## src/rtl/wm_pkg.sv

```systemverilog
// -----------------------------------------------------------------------------
// wm_pkg -- shared washing-machine definitions.
// Holds the controller state codes and the default duration of each timed
// phase (in timer ticks). Used by the controller and by phase_timer.
// No ports (package).
// -----------------------------------------------------------------------------
package wm_pkg;

  typedef enum logic [2:0] {
    IDLE       = 3'd0,
    FILL_WATER = 3'd2,
    HEAT_WATER = 3'd3,
    WASH       = 3'd4,
    RINSE      = 3'd5,
    SPIN       = 3'd6
  } wm_state_e;

  localparam int FILL_TIME_DEF  = 32'sd2;
  localparam int HEAT_TIME_DEF  = 32'sd3;
  localparam int WASH_TIME_DEF  = 32'sd5;
  localparam int RINSE_TIME_DEF = 32'sd3;
  localparam int SPIN_TIME_DEF  = 32'sd3;

  // True for the state codes that have a phase duration attached.
  function automatic logic is_timed(input logic [2:0] code);
    case (code)
      FILL_WATER, HEAT_WATER, WASH, RINSE, SPIN: is_timed = 1'b1;
      default:                                   is_timed = 1'b0;
    endcase
  endfunction

endpackage

```

## src/rtl/phase_timer_if.sv

```systemverilog
// -----------------------------------------------------------------------------
// phase_timer_if -- controller <-> phase timer signal bundle.
//   state, pause        : controller -> timer (current state code, freeze)
//   sig_Full, sig_Temperature, sig_Completed : phase-target level flags
//   phase_Done          : one-cycle pulse when any level flag rises
//   remaining_Time      : ticks left in the current timed phase
//   total_Ticks         : ticks since leaving an untimed state (saturating)
// master = controller side, slave = timer side.
// -----------------------------------------------------------------------------
interface phase_timer_if #(
  parameter int CNT_W = 8
);
  logic [2:0]       state;
  logic             pause;
  logic             sig_Full;
  logic             sig_Temperature;
  logic             sig_Completed;
  logic             phase_Done;
  logic [CNT_W-1:0] remaining_Time;
  logic [15:0]      total_Ticks;

  modport master (
    output state, pause,
    input  sig_Full, sig_Temperature, sig_Completed, phase_Done,
    input  remaining_Time, total_Ticks
  );

  modport slave (
    input  state, pause,
    output sig_Full, sig_Temperature, sig_Completed, phase_Done,
    output remaining_Time, total_Ticks
  );
endinterface

```

## src/rtl/phase_timer_tick_prescaler.sv

```systemverilog
// -----------------------------------------------------------------------------
// tick_prescaler -- divides the clock into timer ticks.
//   clock   : rising-edge clock
//   reset   : synchronous active-high reset
//   clear   : synchronous restart of the divider (takes priority over enable)
//   enable  : advance the divider this cycle
//   tick    : high in the enabled cycle where the divider is at PRESCALE-1
// With PRESCALE=1 every enabled cycle is a tick.
// -----------------------------------------------------------------------------
module tick_prescaler #(
  parameter int PRESCALE = 1
) (
  input  logic clock,
  input  logic reset,
  input  logic clear,
  input  logic enable,
  output logic tick
);

  localparam int         LAST_I = PRESCALE - 32'sd1;
  localparam logic [7:0] LAST   = 8'(LAST_I);

  logic [7:0] presc_q;
  logic [7:0] presc_d;

  // Divider next value and tick decode.
  always_comb begin
    tick    = 1'b0;
    presc_d = presc_q;
    if (clear) begin
      presc_d = 8'd0;
    end else if (enable) begin
      if (presc_q == LAST) begin
        tick    = 1'b1;
        presc_d = 8'd0;
      end else begin
        presc_d = presc_q + 8'd1;
      end
    end else begin
      presc_d = presc_q;
    end
  end

  // Divider register.
  always_ff @(posedge clock) begin
    if (reset) begin
      presc_q <= 8'd0;
    end else begin
      presc_q <= presc_d;
    end
  end

endmodule

```

## src/rtl/phase_timer.sv

```systemverilog
// -----------------------------------------------------------------------------
// phase_timer -- times the washing-machine phases.
//   clock : rising-edge clock
//   reset : synchronous active-high reset
//   bus   : phase_timer_if.slave (state/pause in; flags, phase_Done,
//           remaining_Time, total_Ticks out -- all registered)
// A change of state code restarts the phase. While the state is held, timed
// and not paused, each prescaler tick advances the phase counter up to the
// phase target; reaching it sets the flag belonging to that phase.
// -----------------------------------------------------------------------------
module phase_timer
  import wm_pkg::*;
#(
  parameter int CNT_W      = 8,
  parameter int PRESCALE   = 1,
  parameter int FILL_TIME  = FILL_TIME_DEF,
  parameter int HEAT_TIME  = HEAT_TIME_DEF,
  parameter int WASH_TIME  = WASH_TIME_DEF,
  parameter int RINSE_TIME = RINSE_TIME_DEF,
  parameter int SPIN_TIME  = SPIN_TIME_DEF
) (
  input logic         clock,
  input logic         reset,
  phase_timer_if.slave bus
);

  localparam longint DUR_MAX = (64'sd1 <<< CNT_W) - 64'sd1;

  function automatic bit dur_ok(input int d);
    dur_ok = (d >= 32'sd1) && (longint'(d) <= DUR_MAX);
  endfunction

  localparam bit CFG_OK = (PRESCALE >= 32'sd1) && (PRESCALE <= 32'sd255) &&
                          dur_ok(FILL_TIME) && dur_ok(HEAT_TIME) &&
                          dur_ok(WASH_TIME) && dur_ok(RINSE_TIME) &&
                          dur_ok(SPIN_TIME);

  if (!CFG_OK) begin : g_bad_cfg
    $error("phase_timer: PRESCALE or a phase duration is out of range");
  end

  localparam logic [CNT_W-1:0] CNT_ONE = {{(CNT_W-1){1'b0}}, 1'b1};
  localparam logic [CNT_W-1:0] FILL_T  = CNT_W'(FILL_TIME);
  localparam logic [CNT_W-1:0] HEAT_T  = CNT_W'(HEAT_TIME);
  localparam logic [CNT_W-1:0] WASH_T  = CNT_W'(WASH_TIME);
  localparam logic [CNT_W-1:0] RINSE_T = CNT_W'(RINSE_TIME);
  localparam logic [CNT_W-1:0] SPIN_T  = CNT_W'(SPIN_TIME);

  function automatic logic [CNT_W-1:0] target_of(input logic [2:0] code);
    case (code)
      FILL_WATER: target_of = FILL_T;
      HEAT_WATER: target_of = HEAT_T;
      WASH:       target_of = WASH_T;
      RINSE:      target_of = RINSE_T;
      SPIN:       target_of = SPIN_T;
      default:    target_of = '0;
    endcase
  endfunction

  logic [2:0]       prev_state_q, prev_state_d;
  logic [CNT_W-1:0] cnt_q, cnt_d;
  logic [CNT_W-1:0] remaining_q, remaining_d;
  logic [15:0]      total_q, total_d;
  logic             full_q, full_d;
  logic             temp_q, temp_d;
  logic             comp_q, comp_d;
  logic             done_q, done_d;

  logic             changed_s;
  logic             timed_s;
  logic [CNT_W-1:0] target_s;
  logic             presc_en_s;
  logic             tick_s;
  logic             hit_s;

  always_comb begin
    changed_s  = (bus.state != prev_state_q);
    timed_s    = is_timed(bus.state);
    target_s   = target_of(bus.state);
    // A state change owns the cycle: the divider is cleared, not advanced.
    presc_en_s = !changed_s && timed_s && !bus.pause;
  end

  tick_prescaler #(
    .PRESCALE (PRESCALE)
  ) u_tick_prescaler (
    .clock  (clock),
    .reset  (reset),
    .clear  (changed_s),
    .enable (presc_en_s),
    .tick   (tick_s)
  );

  // Phase counter, flags, done pulse and tick totals.
  always_comb begin
    prev_state_d = bus.state;
    cnt_d        = cnt_q;
    full_d       = full_q;
    temp_d       = temp_q;
    comp_d       = comp_q;
    total_d      = total_q;
    hit_s        = tick_s && (cnt_q < target_s) && ((cnt_q + CNT_ONE) == target_s);

    if (changed_s) begin
      cnt_d  = '0;
      full_d = 1'b0;
      temp_d = 1'b0;
      comp_d = 1'b0;
    end else if (tick_s && (cnt_q < target_s)) begin
      cnt_d = cnt_q + CNT_ONE;
    end else begin
      cnt_d = cnt_q;
    end

    if (hit_s) begin
      case (bus.state)
        FILL_WATER:        full_d = 1'b1;
        HEAT_WATER:        temp_d = 1'b1;
        WASH, RINSE, SPIN: comp_d = 1'b1;
        default:           full_d = full_q;
      endcase
    end else begin
      full_d = full_d;
    end

    if (!timed_s) begin
      total_d = 16'd0;
    end else if (tick_s && (total_q != 16'hFFFF)) begin
      total_d = total_q + 16'd1;
    end else begin
      total_d = total_q;
    end

    // Registered against the counter value being loaded, so it reads 0
    // in the same cycle the flag appears.
    if (timed_s) begin
      remaining_d = target_s - cnt_d;
    end else begin
      remaining_d = '0;
    end

    done_d = (full_d & ~full_q) | (temp_d & ~temp_q) | (comp_d & ~comp_q);
  end

  // State registers.
  always_ff @(posedge clock) begin
    if (reset) begin
      prev_state_q <= 3'd0;
      cnt_q        <= '0;
      remaining_q  <= '0;
      total_q      <= 16'd0;
      full_q       <= 1'b0;
      temp_q       <= 1'b0;
      comp_q       <= 1'b0;
      done_q       <= 1'b0;
    end else begin
      prev_state_q <= prev_state_d;
      cnt_q        <= cnt_d;
      remaining_q  <= remaining_d;
      total_q      <= total_d;
      full_q       <= full_d;
      temp_q       <= temp_d;
      comp_q       <= comp_d;
      done_q       <= done_d;
    end
  end

  assign bus.sig_Full        = full_q;
  assign bus.sig_Temperature = temp_q;
  assign bus.sig_Completed   = comp_q;
  assign bus.phase_Done      = done_q;
  assign bus.remaining_Time  = remaining_q;
  assign bus.total_Ticks     = total_q;

endmodule

```

## src/flat_wrapper.sv

```systemverilog
// flat-port wrapper written by rule: the top's interface ports become plain ports
module phase_timer_flat import wm_pkg::*;
#(
  parameter int CNT_W      = 8,
  parameter int PRESCALE   = 1,
  parameter int FILL_TIME  = FILL_TIME_DEF,
  parameter int HEAT_TIME  = HEAT_TIME_DEF,
  parameter int WASH_TIME  = WASH_TIME_DEF,
  parameter int RINSE_TIME = RINSE_TIME_DEF,
  parameter int SPIN_TIME  = SPIN_TIME_DEF
)
  (clock, reset, bus_state, bus_pause, bus_sig_Full, bus_sig_Temperature, bus_sig_Completed, bus_phase_Done, bus_remaining_Time, bus_total_Ticks);
  phase_timer_if #(.CNT_W(CNT_W)) bus_i ();
  input logic clock;
  input logic reset;
  input wire logic [$bits(bus_i.state)-1:0] bus_state;
  input wire logic [$bits(bus_i.pause)-1:0] bus_pause;
  output wire logic [$bits(bus_i.sig_Full)-1:0] bus_sig_Full;
  output wire logic [$bits(bus_i.sig_Temperature)-1:0] bus_sig_Temperature;
  output wire logic [$bits(bus_i.sig_Completed)-1:0] bus_sig_Completed;
  output wire logic [$bits(bus_i.phase_Done)-1:0] bus_phase_Done;
  output wire logic [$bits(bus_i.remaining_Time)-1:0] bus_remaining_Time;
  output wire logic [$bits(bus_i.total_Ticks)-1:0] bus_total_Ticks;
  assign bus_i.state = bus_state;
  assign bus_i.pause = bus_pause;
  assign bus_sig_Full = bus_i.sig_Full;
  assign bus_sig_Temperature = bus_i.sig_Temperature;
  assign bus_sig_Completed = bus_i.sig_Completed;
  assign bus_phase_Done = bus_i.phase_Done;
  assign bus_remaining_Time = bus_i.remaining_Time;
  assign bus_total_Ticks = bus_i.total_Ticks;
  phase_timer #(.CNT_W(CNT_W), .PRESCALE(PRESCALE), .FILL_TIME(FILL_TIME), .HEAT_TIME(HEAT_TIME), .WASH_TIME(WASH_TIME), .RINSE_TIME(RINSE_TIME), .SPIN_TIME(SPIN_TIME)) u_core (.clock(clock), .reset(reset), .bus(bus_i));
endmodule
```

## config.mk

```make
export PLATFORM = sky130hd
export DESIGN_NAME = phase_timer_flat
export DESIGN_NICKNAME = d
export VERILOG_FILES = /design/src/rtl/wm_pkg.sv /design/src/rtl/phase_timer_if.sv /design/src/rtl/phase_timer_tick_prescaler.sv /design/src/rtl/phase_timer.sv /design/src/flat_wrapper.sv
export SDC_FILE = /design/constraint.sdc
export NUM_CORES = 1
export LEC_CHECK = 0
export BUFFER_PORTS_ARGS = -buffer_cell sky130_fd_sc_hd__buf_2
export CORE_UTILIZATION = 30
export DETAILED_ROUTE_END_ITERATION = 6
export HOLD_SLACK_MARGIN = 0.03
export PLACE_DENSITY_LB_ADDON = 0.3
export SLEW_MARGIN = 20
export SYNTH_ARGS = -nofsm -noshare
export SYNTH_HDL_FRONTEND = slang
export SYNTH_HIERARCHICAL = 1
export SYNTH_SLANG_ARGS = --single-unit
export TNS_END_PERCENT = 1
```

## constraint.sdc

```tcl
create_clock -name clock -period 8.5 [get_ports clock]
set_clock_uncertainty 0.2 [all_clocks]
set_input_delay 0.85 -clock clock [delete_from_list [all_inputs] [get_ports clock]]
set_output_delay 0.85 -clock clock [all_outputs]
set_load 0.05 [all_outputs]
```

==> impl_metrics.ini <==
[cts]
clockBufferDepth = 2
htree_levels = 2
hold_buffers = 0
cts_resized = 0
clkTransAtPathRegs_ns = 0.09
cts_tree = done
cts_root_buffer = clkbuf_8
clock_latency_ns = 0.30
clkSinkCount = 47
cts_made_buffers = 5
post_cts_buffers = 0

[synthesis]
syn-instance-count = 295
mappedNetlistArea_mm2 = 0.00253
synth_compound_area_frac = 0.122
async_reset_ff_frac = 0
synth_enable_flop_cells = 0
synthFlopType = dfxtp_1
synthSimpleGateAreaFrac = 0.274
ys_types = 53
synth_warnings = 6
synth_top_family_by_area = simple AND/OR/NAND/NOR gates
ys_ff_latch = 47
synth_fp_nets = 312
synthXorXnorAreaFrac = 0.0920
synthAdderAreaFrac = 0.0574
synthMuxAreaShare = 0.0297
syn-mean-instance-area_um2 = 8.57
ys_seq_area_frac = 0.372

[critical_path]
cp-endpoint = u_core/bus.remaining_Time[3]
reg2reg_depth = 18
arrival_ns = 5.64
path_cells = buf_2 -> xnor2_1 -> and3_1 -> inv_2 -> nor3_1 -> nor4b_1 -> nand2_1 -> nor2_1 -> nor3b_1 -> nor2b_2 -> and2_1 -> mux2i_1 -> nand2b_1 -> ha_1 -> nor2b_1 -> o21ai_1 -> and2_1 -> or3_1 -> a21oi_1
crit_start = bus_state[1]
r2r-start = u_core/prev_state_q[2]
worst_setup_path_end_kind = register
startpoint_type = input port
rrSetupSlack_ns = 3.31
cp.required_ns = 8.52
max_stage_delay_ns = 0.62
cp_slowest_cell = nor3_1
reg2reg_to = u_core/bus.remaining_Time[3]
cpMostUsedCell = and2_1
critPathMaxFanout = 12
crit_type = in -> reg

[floorplan]
design.core.area_mm2 = 0.00818
start_util = 0.309
std_cell_rows = 33
die_area_mm2 = 0.00880
io_pins = 34
die_y_um = 93.8
die_x_um = 93.8

[timing]
rsz0062_at_grt = false
hold_violations = 0
maxSlewViolCount = 0
timing.slew.headroom = 0.413
fmax_mhz = 178
period_share = 0.661
setup_tns_ns = 0
worstMarginPinSlew_ns = 0.881
fin_crit_ns = 5.61
holdWs_ns = 0.266
setup_viol = 0

[min_path]
hold_path_class = reg -> reg
min_from = u_core/bus.sig_Temperature

[place]
numPortBuffers = 33
gp_congestion = 0.835
dp_hpwl_mm = 3.91

[pwr]
vdd.ir_drop.worst_uv = 49.6
leakage_nw = 1.10
p_per_area_mw_per_mm2 = 143

[drt]
vias_per_cell = 4.93
first_iter_violations = 86
antenna_left = 0
firstDrtPassIters = 4
wl_per_cell_um = 12.3
vias = 2104
drc = 0
routed_wl_mm = 5.24

[run]
maxCapViolations = 0

[global_route]
overflow = 0
grt_pass1_vias = 1910
grt_max_degree = 25
antenna_found_initial = 0
grt_pass1_wl_mm = 9.06
grt_use_total = 0.130

[final_layout]
diodes = 0
fillers = 888
fin_nets = 338
drive_gt1_frac = 0.155
area_delta_synth_final_pct = 12.4

[outcome]
status = completed
-- worst max-delay path, delay by kind of cell --
kind / cells / cell delay (ns)
multiplexers: 1 / 0.13
AND/OR/NAND/NOR: 12 / 3.59
AO/OA/AOI/OAI: 2 / 0.24
XOR/XNOR: 1 / 0.14
adder cells (fa/ha/maj): 1 / 0.30
buffers and inverters: 2 / 0.40
-- state kept, by name, indices dropped and copies added (netlist names) --
register and count:
u_core/bus.phase_Done 1, u_core/bus.remaining_Time 8, u_core/bus.sig_Completed 1, u_core/bus.sig_Full 1, u_core/bus.sig_Temperature 1, u_core/bus.total_Ticks 16
u_core/cnt_q 8, u_core/prev_state_q 3, u_core/u_tick_prescaler/presc_q 8
-- per-layer routing --
| metal | routed length [um] | part of all wire | vias to the layer above | GRT usage |
|---|---|---|---|---|
| met3 | 272 | 0.052 | 7 | 0.0299 |
| li1 | - | - | 1077 | - |
| met2 | 2380 | 0.45 | 43 | 0.207 |
| met4 | 79 | 0.015 | 0 | 0.0462 |
| met5 | 0 | 0 | - | 0 |
| met1 | 2510 | 0.48 | 977 | 0.170 |
-- cells by family (layout without fill, tap and decap cells) --
family	count (synthesis)	after routing
DFF	47	47
and+or+nand+nor	130	130
muxes	7	7
AOI/OAI and AO/OA	46	46
adders and majority gates	11	11
buffers and inverters	29	56
xor gates and xnor gates	25	25
-- how the worst min path moves through the flow --
stage          slack (ns)                            to  depth (start not counted)
2_1_floorplan        0.24  u_core/bus.remaining_Time[7]                          1
5_1_grt              0.30    u_core/bus.sig_Temperature                          2
3_3_place_gp         0.25    u_core/bus.sig_Temperature                          2
4_1_cts              0.27    u_core/bus.sig_Temperature                          2
3_5_place_dp         0.26    u_core/bus.sig_Temperature                          2
6_report             0.27    u_core/bus.sig_Temperature                          2
-- synth_stat cells (4+ instances only) --
cell type / number / area (um2)
nor3_1: 6 / 30.0
o21ai_0: 9 / 45.0
xnor2_1: 12 / 105
a21oi_1: 8 / 40.0
nor3b_1: 4 / 30.0
dfxtp_1: 47 / 941
nand2_1: 23 / 86.3
nor2b_1: 4 / 25.0
nor2_1: 37 / 139
xor2_1: 12 / 105
nand3_1: 8 / 40.0
ha_1: 10 / 125
inv_1: 13 / 48.8
clkbuf_1: 8 / 30.0
nand4_1: 9 / 56.3
o21ai_1: 7 / 35.0
or3_1: 6 / 37.5
and4_1: 4 / 35.0
o211ai_1: 5 / 37.5
and2_1: 10 / 62.6
mux2i_1: 6 / 60.1
nand2b_1: 4 / 25.0
-- through the flow --
step,setup WS (ns),total power [mW],util,instances,instance area [um2]
2_1_floorplan,3.25,0.262,-,295,2530
3_3_place_gp,2.82,0.270,0.336,419,2750
3_5_place_dp,2.63,0.270,0.336,419,2750
4_1_cts,2.91,0.414,0.348,427,2840
5_1_grt,2.44,0.430,0.348,427,2840
6_report,2.89,0.407,0.348,427,2840
-- layout make-up --
type / instances / area, um2 / share of cell area
Clock buffer: 7 / 86.3 / 0.0304
Clock inverter: 1 / 8.76 / 0.00308
Inverter: 15 / 56.3 / 0.0198
Multi-Input combinational cell: 219 / 1450 / 0.511
Sequential cell: 47 / 941 / 0.331
Tap cell: 105 / 131 / 0.0462
Timing Repair Buffer: 33 / 165 / 0.0581
-- where the power goes --
group / leakage [nW] / internal [mW] / switching [mW]
Combinational: 0.671 / 0.0131 / 0.0279
Clock: 0.0484 / 0.0667 / 0.0754
Sequential: 0.380 / 0.223 / 0.000873
Total: 1.10 / 0.303 / 0.104
-- layout by cell type, fill, tap and decap left out, types with 6 or more instances in the layout --
cell	Yosys	layout
a21oi_1	8	8
and2_1	10	10
buf_2	3	33
clkbuf_8	0	6
dfxtp_1	47	47
ha_1	10	10
inv_1	13	13
mux2i_1	6	6
nand2_1	23	23
nand3_1	8	8
nand4_1	9	9
nor2_1	37	37
nor3_1	6	6
o21ai_0	9	9
o21ai_1	7	7
or3_1	6	6
xnor2_1	12	12
xor2_1	12	12
No activity file was read; power rests on OpenSTA's default activity.
